[src/rtl/lcd_pkg.sv]
// Shared LCD constants and pixel payload type, also used by the LCD controller.
package lcd_pkg;

   localparam int unsigned PIXEL_W   = 24;
   localparam int unsigned H_RES_DEF = 480;
   localparam int unsigned V_RES_DEF = 272;
   localparam int unsigned DEPTH_DEF = 16;

   typedef struct packed {
      logic [7:0] r;
      logic [7:0] g;
      logic [7:0] b;
   } pixel_t;

endpackage

[src/rtl/lcd_pixel_streamer_if.sv]
// Pixel stream bundle: writer-side push handshake plus LCD-side pop handshake and markers.
interface lcd_pixel_streamer_if;
   import lcd_pkg::*;

   pixel_t in_data;
   logic   in_valid;
   logic   in_ready;
   pixel_t pixel;
   logic   valid;
   logic   ready;
   logic   sof;
   logic   eol;
   logic   eof;

   modport master (
      output in_data, in_valid, ready,
      input  in_ready, pixel, valid, sof, eol, eof
   );

   modport slave (
      input  in_data, in_valid, ready,
      output in_ready, pixel, valid, sof, eol, eof
   );

endinterface

[src/rtl/lcd_pixel_fifo.sv]
// First-word-fall-through pixel FIFO: storage, pointers and occupancy.
module lcd_pixel_fifo
   import lcd_pkg::*;
#(
   parameter int unsigned DEPTH = DEPTH_DEF
) (
   input  logic                     clk,
   input  logic                     rst,
   input  logic                     clr,
   input  logic                     push,
   input  logic                     pop,
   input  pixel_t                   wdata,
   output pixel_t                   rdata,
   output logic [$clog2(DEPTH):0]   level
);

   localparam int unsigned AW = $clog2(DEPTH);
   localparam int unsigned LW = AW + 1;

   pixel_t          mem [DEPTH];
   logic [AW-1:0]   wr_ptr;
   logic [AW-1:0]   rd_ptr;

   // Pointer and occupancy tracking; clr drops any push/pop that cycle.
   always_ff @(posedge clk or negedge rst) begin
      if (!rst) begin
         wr_ptr <= '0;
         rd_ptr <= '0;
         level  <= '0;
      end else if (clr) begin
         wr_ptr <= '0;
         rd_ptr <= '0;
         level  <= '0;
      end else begin
         if (push) wr_ptr <= wr_ptr + AW'(1);
         if (pop)  rd_ptr <= rd_ptr + AW'(1);
         level <= level + LW'(push) - LW'(pop);
      end
   end

   // Storage write; contents need no reset since level gates visibility.
   always_ff @(posedge clk) begin
      if (push && !clr) mem[wr_ptr] <= wdata;
   end

   assign rdata = mem[rd_ptr];

endmodule

[src/rtl/lcd_pixel_streamer.sv]
// Buffers writer pixels and streams them to the LCD with frame position markers and error flags.
module lcd_pixel_streamer
   import lcd_pkg::*;
#(
   parameter int unsigned H_RES = H_RES_DEF,
   parameter int unsigned V_RES = V_RES_DEF,
   parameter int unsigned DEPTH = DEPTH_DEF
) (
   input  logic                     clk,
   input  logic                     rst,
   lcd_pixel_streamer_if.slave      bus,
   input  logic                     frame_sync,
   input  logic                     flush,
   input  logic                     clear_status,
   output logic                     underrun,
   output logic                     misalign,
   output logic [$clog2(DEPTH):0]   level
);

   localparam int unsigned LW = $clog2(DEPTH) + 1;
   localparam int unsigned XW = (H_RES > 1) ? $clog2(H_RES) : 1;
   localparam int unsigned YW = (V_RES > 1) ? $clog2(V_RES) : 1;

   logic          run;
   logic          push;
   logic          pop;
   logic          not_empty;
   pixel_t        head;
   logic [XW-1:0] x;
   logic [YW-1:0] y;
   logic [XW-1:0] x_pop;
   logic [YW-1:0] y_pop;
   logic          underrun_set;
   logic          misalign_set;

   lcd_pixel_fifo #(.DEPTH(DEPTH)) u_fifo (
      .clk   (clk),
      .rst   (rst),
      .clr   (flush),
      .push  (push),
      .pop   (pop),
      .wdata (bus.in_data),
      .rdata (head),
      .level (level)
   );

   // Handshakes: flush blocks both sides; no push while full even if popping.
   assign not_empty    = (level != '0);
   assign bus.valid    = not_empty;
   assign bus.pixel    = not_empty ? head : '0;
   assign bus.in_ready = run && (level < LW'(DEPTH)) && !flush;
   assign push         = bus.in_valid && bus.in_ready;
   assign pop          = not_empty && bus.ready && !flush;

   // Frame markers decoded from the position of the head pixel.
   assign bus.sof = (x == '0) && (y == '0);
   assign bus.eol = (x == XW'(H_RES - 1));
   assign bus.eof = bus.eol && (y == YW'(V_RES - 1));

   // Position after this cycle's pop.
   always_comb begin
      x_pop = x;
      y_pop = y;
      if (pop) begin
         if (x == XW'(H_RES - 1)) begin
            x_pop = '0;
            y_pop = (y == YW'(V_RES - 1)) ? '0 : y + YW'(1);
         end else begin
            x_pop = x + XW'(1);
         end
      end
   end

   assign underrun_set = bus.ready && !not_empty && ((x != '0) || (y != '0));
   assign misalign_set = !flush && frame_sync && ((x_pop != '0) || (y_pop != '0));

   // Position counters: flush beats frame_sync beats pop advance.
   always_ff @(posedge clk or negedge rst) begin
      if (!rst) begin
         run <= 1'b0;
         x   <= '0;
         y   <= '0;
      end else begin
         run <= 1'b1;
         if (flush || frame_sync) begin
            x <= '0;
            y <= '0;
         end else begin
            x <= x_pop;
            y <= y_pop;
         end
      end
   end

   // Sticky error flags; a set condition outranks clear_status.
   always_ff @(posedge clk or negedge rst) begin
      if (!rst) begin
         underrun <= 1'b0;
         misalign <= 1'b0;
      end else begin
         if (underrun_set)      underrun <= 1'b1;
         else if (clear_status) underrun <= 1'b0;
         if (misalign_set)      misalign <= 1'b1;
         else if (clear_status) misalign <= 1'b0;
      end
   end

endmodule

[src/flat_wrapper.sv]
// flat-port wrapper written by rule: the top's interface ports become plain ports
module lcd_pixel_streamer_flat import lcd_pkg::*;
#(
   parameter int unsigned H_RES = H_RES_DEF,
   parameter int unsigned V_RES = V_RES_DEF,
   parameter int unsigned DEPTH = DEPTH_DEF
)
  (clk, rst, frame_sync, flush, clear_status, underrun, misalign, level, bus_in_data, bus_in_valid, bus_ready, bus_in_ready, bus_pixel, bus_valid, bus_sof, bus_eol, bus_eof);
  lcd_pixel_streamer_if bus_i ();
  input  logic clk;
  input  logic rst;
  input  logic frame_sync;
  input  logic flush;
  input  logic clear_status;
  output logic underrun;
  output logic misalign;
  output logic [$clog2(DEPTH):0] level;
  input wire logic [$bits(bus_i.in_data)-1:0] bus_in_data;
  input wire logic [$bits(bus_i.in_valid)-1:0] bus_in_valid;
  input wire logic [$bits(bus_i.ready)-1:0] bus_ready;
  output wire logic [$bits(bus_i.in_ready)-1:0] bus_in_ready;
  output wire logic [$bits(bus_i.pixel)-1:0] bus_pixel;
  output wire logic [$bits(bus_i.valid)-1:0] bus_valid;
  output wire logic [$bits(bus_i.sof)-1:0] bus_sof;
  output wire logic [$bits(bus_i.eol)-1:0] bus_eol;
  output wire logic [$bits(bus_i.eof)-1:0] bus_eof;
  assign bus_i.in_data = bus_in_data;
  assign bus_i.in_valid = bus_in_valid;
  assign bus_i.ready = bus_ready;
  assign bus_in_ready = bus_i.in_ready;
  assign bus_pixel = bus_i.pixel;
  assign bus_valid = bus_i.valid;
  assign bus_sof = bus_i.sof;
  assign bus_eol = bus_i.eol;
  assign bus_eof = bus_i.eof;
  lcd_pixel_streamer #(.H_RES(H_RES), .V_RES(V_RES), .DEPTH(DEPTH)) u_core (.clk(clk), .rst(rst), .bus(bus_i), .frame_sync(frame_sync), .flush(flush), .clear_status(clear_status), .underrun(underrun), .misalign(misalign), .level(level));
endmodule
[config.mk]
export PLATFORM = sky130hd
export DESIGN_NAME = lcd_pixel_streamer_flat
export DESIGN_NICKNAME = d
export VERILOG_FILES = /design/src/rtl/lcd_pkg.sv /design/src/rtl/lcd_pixel_streamer_if.sv /design/src/rtl/lcd_pixel_fifo.sv /design/src/rtl/lcd_pixel_streamer.sv /design/src/flat_wrapper.sv
export SDC_FILE = /design/constraint.sdc
export NUM_CORES = 1
export LEC_CHECK = 0
export ABC_AREA = 1
export BUFFER_PORTS_ARGS = -buffer_cell sky130_fd_sc_hd__buf_2
export CELL_PAD_IN_SITES_DETAIL_PLACEMENT = 1
export CELL_PAD_IN_SITES_GLOBAL_PLACEMENT = 2
export CORE_MARGIN = 2
export CORE_UTILIZATION = 41
export CTS_BUF_LIST = sky130_fd_sc_hd__clkbuf_4 sky130_fd_sc_hd__clkbuf_8
export DETAILED_ROUTE_END_ITERATION = 8
export PLACE_DENSITY = 0.89
export SLEW_MARGIN = 15
export SYNTH_ARGS = -nofsm -noshare
export SYNTH_HDL_FRONTEND = slang
export SYNTH_SLANG_ARGS = --single-unit
[constraint.sdc]
create_clock -name clk -period 2.5 [get_ports clk]
set_input_delay 0.125 -clock clk [delete_from_list [all_inputs] [get_ports clk]]
set_output_delay 0.125 -clock clk [all_outputs]
set_load 0.005 [all_outputs]
=== Word level (Yosys, flattened, before mapping) ===
Memories as Yosys holds them, arrays and structs flattened.
Index checks and enable logic that the tools add are counted.

* Flip-flop bits (word level): 34
* Bits in writable memories: 384
* Input port bits: 31
* Output and inout bits: 36
* Word-level logic and storage cells: 64
* Memories kept: 1

* Add/subtract/negate cells: 6
* $lt $le $gt $ge: 1
* Eq/ne operators: 2
* Multiplexer cells: 18
* Reduce and logical (&&, ||, !) cells: 28

{| class="wikitable"
|+ Memories
! name !! depth !! bits a word !! read ports !! clocked after memory_dff !! write ports !! line !! RTL
|-
| u_core.u_fifo.mem || 16 || 24 || 1 || 0 || 1 || lcd_pixel_fifo.sv:20 || <nowiki>pixel_t mem [DEPTH];</nowiki>
|}

{| class="wikitable"
|+ Operators by type and width
! kind !! number
|-
| 2-to-1 mux 9 bit || 7
|-
| nonzero test 9 bit || 4
|-
| 2-to-1 mux 24 bit || 1
|-
| adder 9 x 1 -> 9 bit, second input constant || 2
|-
| == test 9 bit, second input constant || 2
|-
| zero test 9 bit || 2
|-
| 2-to-1 mux 4 bit || 4
|-
| logical AND 1 bit || 12
|-
| adder 4 x 1 -> 4 bit, second input constant || 2
|-
| nonzero test 2 bit || 4
|-
| adder 5 x 1 -> 5 bit || 1
|-
| less-than comparator 5 bit, second input constant || 1
|-
| 2-to-1 mux 1 bit || 5
|-
| 2-to-1 mux 5 bit || 1
|-
| nonzero test 5 bit || 1
|-
| subtractor 5 x 1 -> 5 bit || 1
|-
| logical OR 1 bit || 3
|-
| zero test 1 bit || 2
|}

=== Depth between registers and ports, before layout ===
Gate-level depths: netlist (run 1).

* Depth in word-level cells: 8
* Gate-level depth with buffers: 18
* Mapped depth without buffers: 18

=== Modules after synthesis ===
Synthesis (run 1) repeated with hierarchy kept, for this count alone.

* Cells, all modules: 1,933
* Area, all modules: 19,060.8 um^2

{| class="wikitable"
|+ By module, submodules not included
! module !! instances !! cells an instance !! area each (um^2) !! sequential area each (um^2)
|-
| lcd_pixel_fifo || 1 || 1,657 || 17,340.4 || 11,856.4
|-
| lcd_pixel_streamer || 1 || 276 || 1,720.4 || 525.5
|}

=== Least setup slack after synthesis (run 1) ===
Ideal clock, no wire load.

* Kind: flip-flop to flip-flop
* Start: register u_core.u_fifo.level[3]
* End: register u_core.u_fifo.level[4]
* Setup time: 0.121 ns
* Arrival time: 2.539 ns
* Data required time: 2.379 ns
* Path slack: -0.160 ns
* Stages on the path, launching flop included: 19
* Path buffers: 0
* Clock period less this slack: 2.660 ns
* Path through: dfrtp_1 -> inv_1 -> ha_1 -> inv_1 -> nor2_1 -> nand2_2 -> nand3_4 -> clkinv_1 -> ha_1 -> inv_1 -> ha_1 -> fa_1 -> nand2_1 -> inv_1 -> nor2_1 -> nor2_1 -> nor2_1 -> xor2_1 -> nor2_1

* Elaborated cells on any way between the ends: 10
* Classes of those cells: add/sub (2); order compare (1); mux (1); reduce/logical (6)

{| class="wikitable"
|+ RTL lines
! item !! line !! RTL
|-
| from (decl) || lcd_pixel_fifo.sv:14 || <nowiki>output logic [$clog2(DEPTH):0] level</nowiki>
|-
| from (signal assigned) || lcd_pixel_fifo.sv:37 || <nowiki>level <= level + LW'(push) - LW'(pop);</nowiki>
|-
| nonzero test 5 bit || lcd_pixel_streamer.sv:48 || <nowiki>assign not_empty = (level != '0);</nowiki>
|-
| via bus_valid || flat_wrapper.sv:23 || <nowiki>output wire logic [$bits(bus_i.valid)-1:0] bus_valid;</nowiki>
|-
| logical AND 1 bit (2 in series) || lcd_pixel_streamer.sv:53 || <nowiki>assign pop = not_empty && bus.ready && !flush;</nowiki>
|-
| subtractor 5 x 1 -> 5 bit || lcd_pixel_fifo.sv:37 ||
|-
| 2-to-1 mux 5 bit || lcd_pixel_fifo.sv:30 || <nowiki>end else if (clr) begin</nowiki>
|}

The timed path passes the listed nets, and every way through them passes these cells.
A chain may end at the register's enable or synchronous reset.

=== Worst setup path after layout (run 1) ===
* Start: register u_core.u_fifo.rd_ptr[0]
* End: output bus_pixel[18]

* Word-level cells in the longest chain between the ends: 2

{| class="wikitable"
|+ RTL lines
! item !! line !! RTL
|-
| from (decl) || lcd_pixel_fifo.sv:22 || <nowiki>logic [AW-1:0] rd_ptr;</nowiki>
|-
| from (signal assigned) || lcd_pixel_fifo.sv:36 || <nowiki>if (pop) rd_ptr <= rd_ptr + AW'(1);</nowiki>
|-
| memory (16 x 24 bit) || n/a ||
|-
| 2-to-1 mux 24 bit || lcd_pixel_streamer.sv:50 || <nowiki>assign bus.pixel = not_empty ? head : '0;</nowiki>
|-
| to (decl) || flat_wrapper.sv:22 || <nowiki>output wire logic [$bits(bus_i.pixel)-1:0] bus_pixel;</nowiki>
|}

No other way between the ends.

==> impl_metrics.csv, run 1 <==
group,metric,value,unit
sta,worst_slack,-0.187,ns
sta,worst_slew_pin_slew,0.816,ns
global_routing,grt_pass1_vias,12945,
global_routing,antenna_found_initial,1,
power,p_leak,7.53,nW
sta,timing.final.max_slew_violations,0,
power,switching_share,31.8,%
sta,final.period_utilization,107,%
power,p_sw,0.00619,W
power,combPwrFrac,28.4,%
global_routing,grt_max_degree,68,
route,routedWlPerCell,26.3,um
sta,tns,-0.607,ns
worst_setup_path,start_kind,"flop",
layout,drive_gt1_share,23.8,%
synth,yosys_warnings,0,
layout,final_nets,1597,
cts,root_buffer,"clkbuf_8",
place,place_congestion,0.766,
layout,stdcell_count,2134,
cts,clk_pin_slew_worst_paths,0.06,ns
synth,syn_area,0.0171,sq mm
worst_setup_path,reg2reg_slack,-0.07,ns
cts,htreeDepth,3,
synth,seq_area_frac_synth,72.5,%
sta,rsz0062_at_grt,"yes",
global_routing,grt_pass1_wl,76.1,mm
job,cap_violations,0,
synth,postSynthRegisterBits,418,
place,dpl.hpwl,27.6,mm
worst_setup_path,path_class,"reg -> out",
sta,finalClockSkew,0.0430,ns
synth,synth.avg_cell_area,12.6,sq um
cts,clk_path_buf_depth,3,
place,place_inst,1932,
synth,async_flop_share,8.13,%
synth,syn_nets,1405,
worst_setup_path,cp.required,2.38,ns
route,drt_wl_total,56.1,mm
place,portBuffers,66,
route,postRouteAntennaNets,0,
layout,layout_commonest_cell,"edfxtp_1",
floorplan,die-area,0.0433,sq mm
layout,syn_to_final_growth,26.6,%
cts,numClockSinks,418,
route,viasPerCell,5.93,
synth,yosysUniqueCellTypes,42,
global_routing,grt-ovfl-total,0,
hold_path,min_path_type,"in -> async",
layout,fin_util,52.8,%
worst_setup_path,end_kind,"output port",
worst_setup_path,cp_slowest_cell,"dfrtp_4",
route,drtIter0Drc,1314,
layout,final_cell_mix,"384 x edfxtp_1, 236 x nor2_1, 146 x o21ai_0",
sta,fin_crit,2.69,ns
power,seqPwrFrac,40.1,%
layout,n_antenna_cell,0,
floorplan,core_area,0.0410,sq mm
route,post-route-drc-count,0,
floorplan,die_x,208,um
synth,synth_edf_count,384,
route,first_pass_iters,5,
power,ir_drop,405,uV
sta,max_clock_freq,372,MHz
worst_setup_path,crit_arrival,2.56,ns
floorplan,start_util,41.7,%
sta,setup_violations,11,
status,outcome,"complete, but fails checks",
floorplan,row_count,74,
status,violations,"negative setup slack",
cts,clk_latency,0.64,ns
global_routing,grt_use_total,23.1,%
cts,cts_buffers,70,
cts,cts_tree,"yes",
power,power_density,900,mW/mm^2
route,route.vias.total,12646,
worst_setup_path,path_max_fanout,6,
worst_setup_path,cp_cell_sequence,"buf_16, buf_8, o21ai_1, o221ai_1, nand3_1, a21oi_2, buf_2",
sta,timing.slew.headroom,45.6,%
synth,synth_cells,1358,
worst_setup_path,slowest_delay,0.52,ns
synth,synth_ff_type,"edfxtp_1",
sta,hold_viol,0,
floorplan,io_pins,67,
floorplan,die_h,208,um
power,clkPwrFrac,31.5,%
power,p_int,0.0133,W
## worst paths after layout
path,startpoint,endpoint,cells after the start
min in group clk,clear_status,u_core.misalign,5
setup / recovery,u_core.u_fifo.rd_ptr[0],bus_pixel[18],7
hold / removal,rst,u_core.run,2
hold reg to reg,u_core.misalign,u_core.misalign,2
max in group asynchronous,rst,u_core.u_fifo.rd_ptr[0],2
setup reg to reg,u_core.u_fifo.level[3],u_core.u_fifo.level[4],18
## cells in the mapped netlist (2+ instances only)
cell type  count  area, sq um
nor3_1         6         30.0
o211ai_1      26          195
nor2_1       264          991
nand3_4        2         35.0
o21ai_0      206         1030
edfxtp_1     384        11500
inv_2          2         7.51
o22ai_1       25          156
dfrtp_1       34          851
nand3_1       51          255
clkbuf_1      68          255
o221ai_1      71          622
inv_1         45          169
nand2_1       82          308
a21oi_1       33          165
nor2_2         2         12.5
buf_1          3         11.3
nand4_1        3         18.8
ha_1          15          188
clkinv_1       4         15.0
nand2_2        2         12.5
buf_2         10         50.1
## sequential cells by signal (all words and copies together) (netlist names)
register	cells
u_core.underrun	1
u_core.y	9
u_core.u_fifo.wr_ptr	4
u_core.u_fifo.rd_ptr	4
u_core.u_fifo.level	5
u_core.x	9
u_core.run	1
u_core.misalign	1
u_core.u_fifo.mem	384
## critical path: cells and delay by family (launching register included)
kind,cells,cell delay (ns)
and+or+nand+nor,1,0.22
buffers and inverters,3,0.45
DFF,1,0.52
AOI/OAI and AO/OA,3,0.74
## per-layer routing
layer  part of all wire [%]  track usage (%)  up-vias
met5                  0.020                0        -
met4                    3.9             9.48        2
met3                    6.9             3.77      167
met2                     50             40.4      584
met1                     39             28.7     6455
li1                       -                -     5438
## what timing repair did
action	4_1_cts	5_1_grt
setup endpoints to repair	25	42
pin swaps	29	66
hold endpoints to repair	429	0
resized for setup	63	127
gates cloned	7	20
hold buffers	30	0
setup buffers	10	12
## layout make-up
type                    instances  area, sq um
well taps                     532          666
fillers                      4132        19400
flip-flops and latches        418        12400
repair buffers                202         2360
clock inverters                30          209
clock buffers                  94         1160
inverters                      51          230
multi-input cells             805         4600
repair inverters                2         27.5
## power groups by stage
| stage | Combinational (W) | Clock, W | Sequential (W) |
|---|---|---|---|
| 2_1_floorplan | 0.00202 | 0 | 0.00792 |
| 6_report | 0.00554 | 0.00613 | 0.00781 |
| 5_1_grt | 0.00589 | 0.00646 | 0.00782 |
| 3_3_place_gp | 0.00347 | 0 | 0.00792 |
| 4_1_cts | 0.00426 | 0.00612 | 0.00781 |
| 3_5_place_dp | 0.00363 | 0 | 0.00793 |
## metrics by stage
stage | setup slack [ns] | area (sq um) | hold slack (ns) | total power, W
2_1_floorplan | -0.0730 | 17100 | -0.171 | 0.00994
3_3_place_gp | -0.0182 | 18600 | 0.273 | 0.0114
3_5_place_dp | -0.0763 | 18600 | 0.270 | 0.0116
4_1_cts | -0.0687 | 20700 | 0.136 | 0.0182
5_1_grt | -0.238 | 21600 | 0.218 | 0.0202
6_report | -0.187 | 21600 | 0.142 | 0.0195
## cell families after synthesis
group	share of synthesized area, %
AOI/OAI and AO/OA	12.9
xor gates and xnor gates	0.103
adders and majority gates	1.22
buffers and inverters	3.11
DFF	72.5
other	0.0219
and+or+nand+nor	10.1
(Power assumes the default switching activity.)
==> run 2, diff against run 1 <==
--- a/config.mk
+++ b/config.mk
@@ -5,15 +5,13 @@
 export SDC_FILE = /design/constraint.sdc
 export NUM_CORES = 1
 export LEC_CHECK = 0
-export ABC_AREA = 1
 export BUFFER_PORTS_ARGS = -buffer_cell sky130_fd_sc_hd__buf_2
 export CELL_PAD_IN_SITES_DETAIL_PLACEMENT = 1
 export CELL_PAD_IN_SITES_GLOBAL_PLACEMENT = 2
-export CORE_MARGIN = 2
-export CORE_UTILIZATION = 41
+export CORE_UTILIZATION = 45
 export CTS_BUF_LIST = sky130_fd_sc_hd__clkbuf_4 sky130_fd_sc_hd__clkbuf_8
 export DETAILED_ROUTE_END_ITERATION = 8
-export PLACE_DENSITY = 0.89
+export PLACE_DENSITY = 0.87
 export SLEW_MARGIN = 15
 export SYNTH_ARGS = -nofsm -noshare
 export SYNTH_HDL_FRONTEND = slang
==> run 2 against run 1 <==
Against the previous run:
- the flow still finishes with violations (negative setup slack)
- final area shrank 4.7%
- non-clock buffer count fell by 26
- first-iteration DRC count fell by 36%
- critical path depth down 1
- clock-buffer cell count down 2
- die area is 12% lower
- maximum frequency shrank 6.7%
==> impl_metrics.csv, run 2 <==
group,metric,value,unit
status,outcome,"complete, but fails checks",
status,violations,"negative setup slack",
layout,reg.largest.list,"u_core.u_fifo.mem: 384 flops, u_core.x: 9 flops, u_core.y: 9 flops",
floorplan,die-area,0.0383,sq mm
route,routedWlPerCell,26.7,um
job,cap_violations,0,
sta,hold_viol,0,
cts,cts_tree,"yes",
layout,drive_gt1_share,39.8,%
floorplan,io_pins,67,
power,p_leak,6.80,nW
power,power_density,887,mW/mm^2
synth,yosys-top-cells-area,"edfxtp_1 68%, mux4_2 16%, dfrtp_1 5.0%",
worst_setup_path,path_max_fanout,8,
floorplan,core_area,0.0368,sq mm
layout,fillCellCount,3279,
worst_setup_path,crit_arrival,2.75,ns
power,ir_drop,482,uV
route,drt_wl_total,41.4,mm
synth,yosys.area.top_type,"edfxtp_1",
global_routing,grt_pass1_vias,9790,
synth,syn_area,0.0169,sq mm
layout,syn_to_final_growth,22.2,%
worst_setup_path,startpoint,"u_core.u_fifo.rd_ptr[0]",
synth,yosysUniqueCellTypes,56,
route,top_layer_used,"met5",
floorplan,row_count,70,
sta,final.period_utilization,115,%
cts,clk_pin_slew_worst_paths,0.06,ns
synth,synth.avg_cell_area,20.4,sq um
layout,final_cell_mix,"384 x edfxtp_1, 120 x mux4_2, 70 x clkbuf_8",
route,drtIter0Drc,840,
synth,seq_area_frac_synth,73.4,%
synth,synthTopCellsByCount,"384 x edfxtp_1, 120 x mux4_2, 34 x dfrtp_1",
sta,setup_violations,25,
floorplan,die_x,196,um
synth,synth_most_common_cell,"edfxtp_1",
worst_setup_path,reg2reg_slack,-0.11,ns
synth,synth_edf_count,384,
power,total_power,0.0183,W
worst_setup_path,timing.rr.start,"u_core.u_fifo.level[2]",
route,wl_met1,16.9,mm
cts,htreeDepth,3,
floorplan,die_h,196,um
worst_setup_path,cp.required,2.38,ns
worst_setup_path,path_class,"reg -> out",
global_routing,grt_pass1_wl,60.9,mm
route,postRouteAntennaNets,0,
sta,timing.final.max_slew_violations,0,
worst_setup_path,start_kind,"flop",
cts,clk_path_buf_depth,3,
route,viasPerCell,5.80,
sta,rsz0062_at_grt,"yes",
synth,synth_cells,827,
global_routing,grt_max_degree,49,
synth,synth_top_area_share,68.3,%
cts,clk_latency,0.60,ns
layout,largest_reg_flops,384,
cts,cts_buffers,68,
route,first_pass_iters,5,
place,pre_cts_ws,-0.135,ns
synth,yosys_warnings,0,
sta,finalClockSkew,0.0355,ns
sta,fin_crit,2.88,ns
sta,worst_slew_pin_slew,0.804,ns
layout,n_antenna_cell,0,
layout,final_nets,1077,
global_routing,antenna_found_initial,1,
synth,postSynthRegisterBits,418,
route,route.vias.total,8967,
hold_path,min_path_type,"in -> async",
place,dpl.hpwl,22.3,mm
layout,layout_commonest_cell,"edfxtp_1",
route,wl_met2,21.4,mm
synth,syn_nets,874,
synth,synth_ff_type,"edfxtp_1",
cts,root_buffer,"clkbuf_8",
global_routing,grt-ovfl-total,0,
cts,numClockSinks,418,
place,place_congestion,0.772,
worst_setup_path,end_kind,"output port",
route,post-route-drc-count,0,
floorplan,start_util,45.9,%
sta,worst_slack,-0.379,ns
sta,timing.slew.headroom,46.4,%
global_routing,grt_use_total,21.9,%
synth,async_flop_share,8.13,%
place,portBuffers,66,
sta,max_clock_freq,347,MHz
layout,largest-register,"u_core.u_fifo.mem",
route,route.met3.wl,2.09,mm
==> run 2: changes by cell type in the layout (fill, tap and decap cells not counted), moves of 37 or more <==
cell      change
mux4_2      +120
nand2_1      -62
nand3_1      -37
nor2_1      -213
o21ai_0     -139
o21ai_1      -46
o221ai_1     -64
==> run 2: stage by stage <==
step	cell area [sq um]	TNS (ns)	hold slack [ns]	util (%)	instances
after global placement	18500	-0.0456	0.249	50.3	1380
after detailed placement	18500	-0.135	0.263	50.3	1380
after floorplan	17000	-43.74	-0.171	-	827
after global routing	20600	-9.98	0.235	56.1	1547
after CTS	20400	-8.82	0.174	55.4	1539
final	20600	-8.31	0.167	56.1	1547
==> run 2: routing by layer <==
| layer | vias to the layer above | GRT usage (%) |
|---|---|---|
| met5 | - | 0 |
| met4 | 2 | 8.19 |
| met3 | 73 | 4.28 |
| met2 | 316 | 37.6 |
| met1 | 4763 | 27.7 |
| li1 | 3813 | - |
==> run 2: final timing paths <==
check                           depth (start not counted)                 endpoint
worst max register to register                         14   u_core.u_fifo.level[4]
max in group asynchronous                               2  u_core.u_fifo.rd_ptr[0]
worst min register to register                          2  u_core.u_fifo.wr_ptr[3]
worst max-delay path                                    6            bus_pixel[15]
min in group clk                                        2  u_core.u_fifo.mem[7][6]
worst min-delay path                                    2              u_core.y[8]
==> run 2: critical path: stages, from the launching register on <==
cell       delay [ns]
dfrtp_4          0.48
clkbuf_16        0.20
buf_16           0.15
mux4_2           0.52
mux4_2           0.50
and2_4           0.20
buf_6            0.11
==> run 2: power breakdown <==
group	internal [W]	switching, W
registers	0.00772	0.0000892
clock network	0.00305	0.00269
logic	0.00273	0.00201
total	0.0135	0.00479
==> run 2: repair_timing <==
item,CTS,global route
hold buffers,32,0
gates cloned,2,4
hold endpoints to repair,432,0
gates resized for setup,36,28
pin swaps,7,7
setup endpoints to repair,25,69
buffers inserted,6,5
==> run 2: cells by family after synthesis <==
group                      synth area share (%)
DFF                                        73.4
and+or+nand+nor                            5.09
muxes                                      16.0
buffers and inverters                      1.69
AOI/OAI and AO/OA                          1.79
adders and majority gates                  1.23
xor gates and xnor gates                  0.779
other                                    0.0222
==> run 2: final cells by class <==
cell class	instances	area, sq um	area share (%)
Clock buffer	92	1130	5.47
Timing Repair Buffer	176	1800	8.71
Clock inverter	27	170	0.825
Sequential cell	418	12400	60.1
Tap cell	468	586	2.84
Inverter	20	77.6	0.376
Multi-Input combinational cell	346	4470	21.7
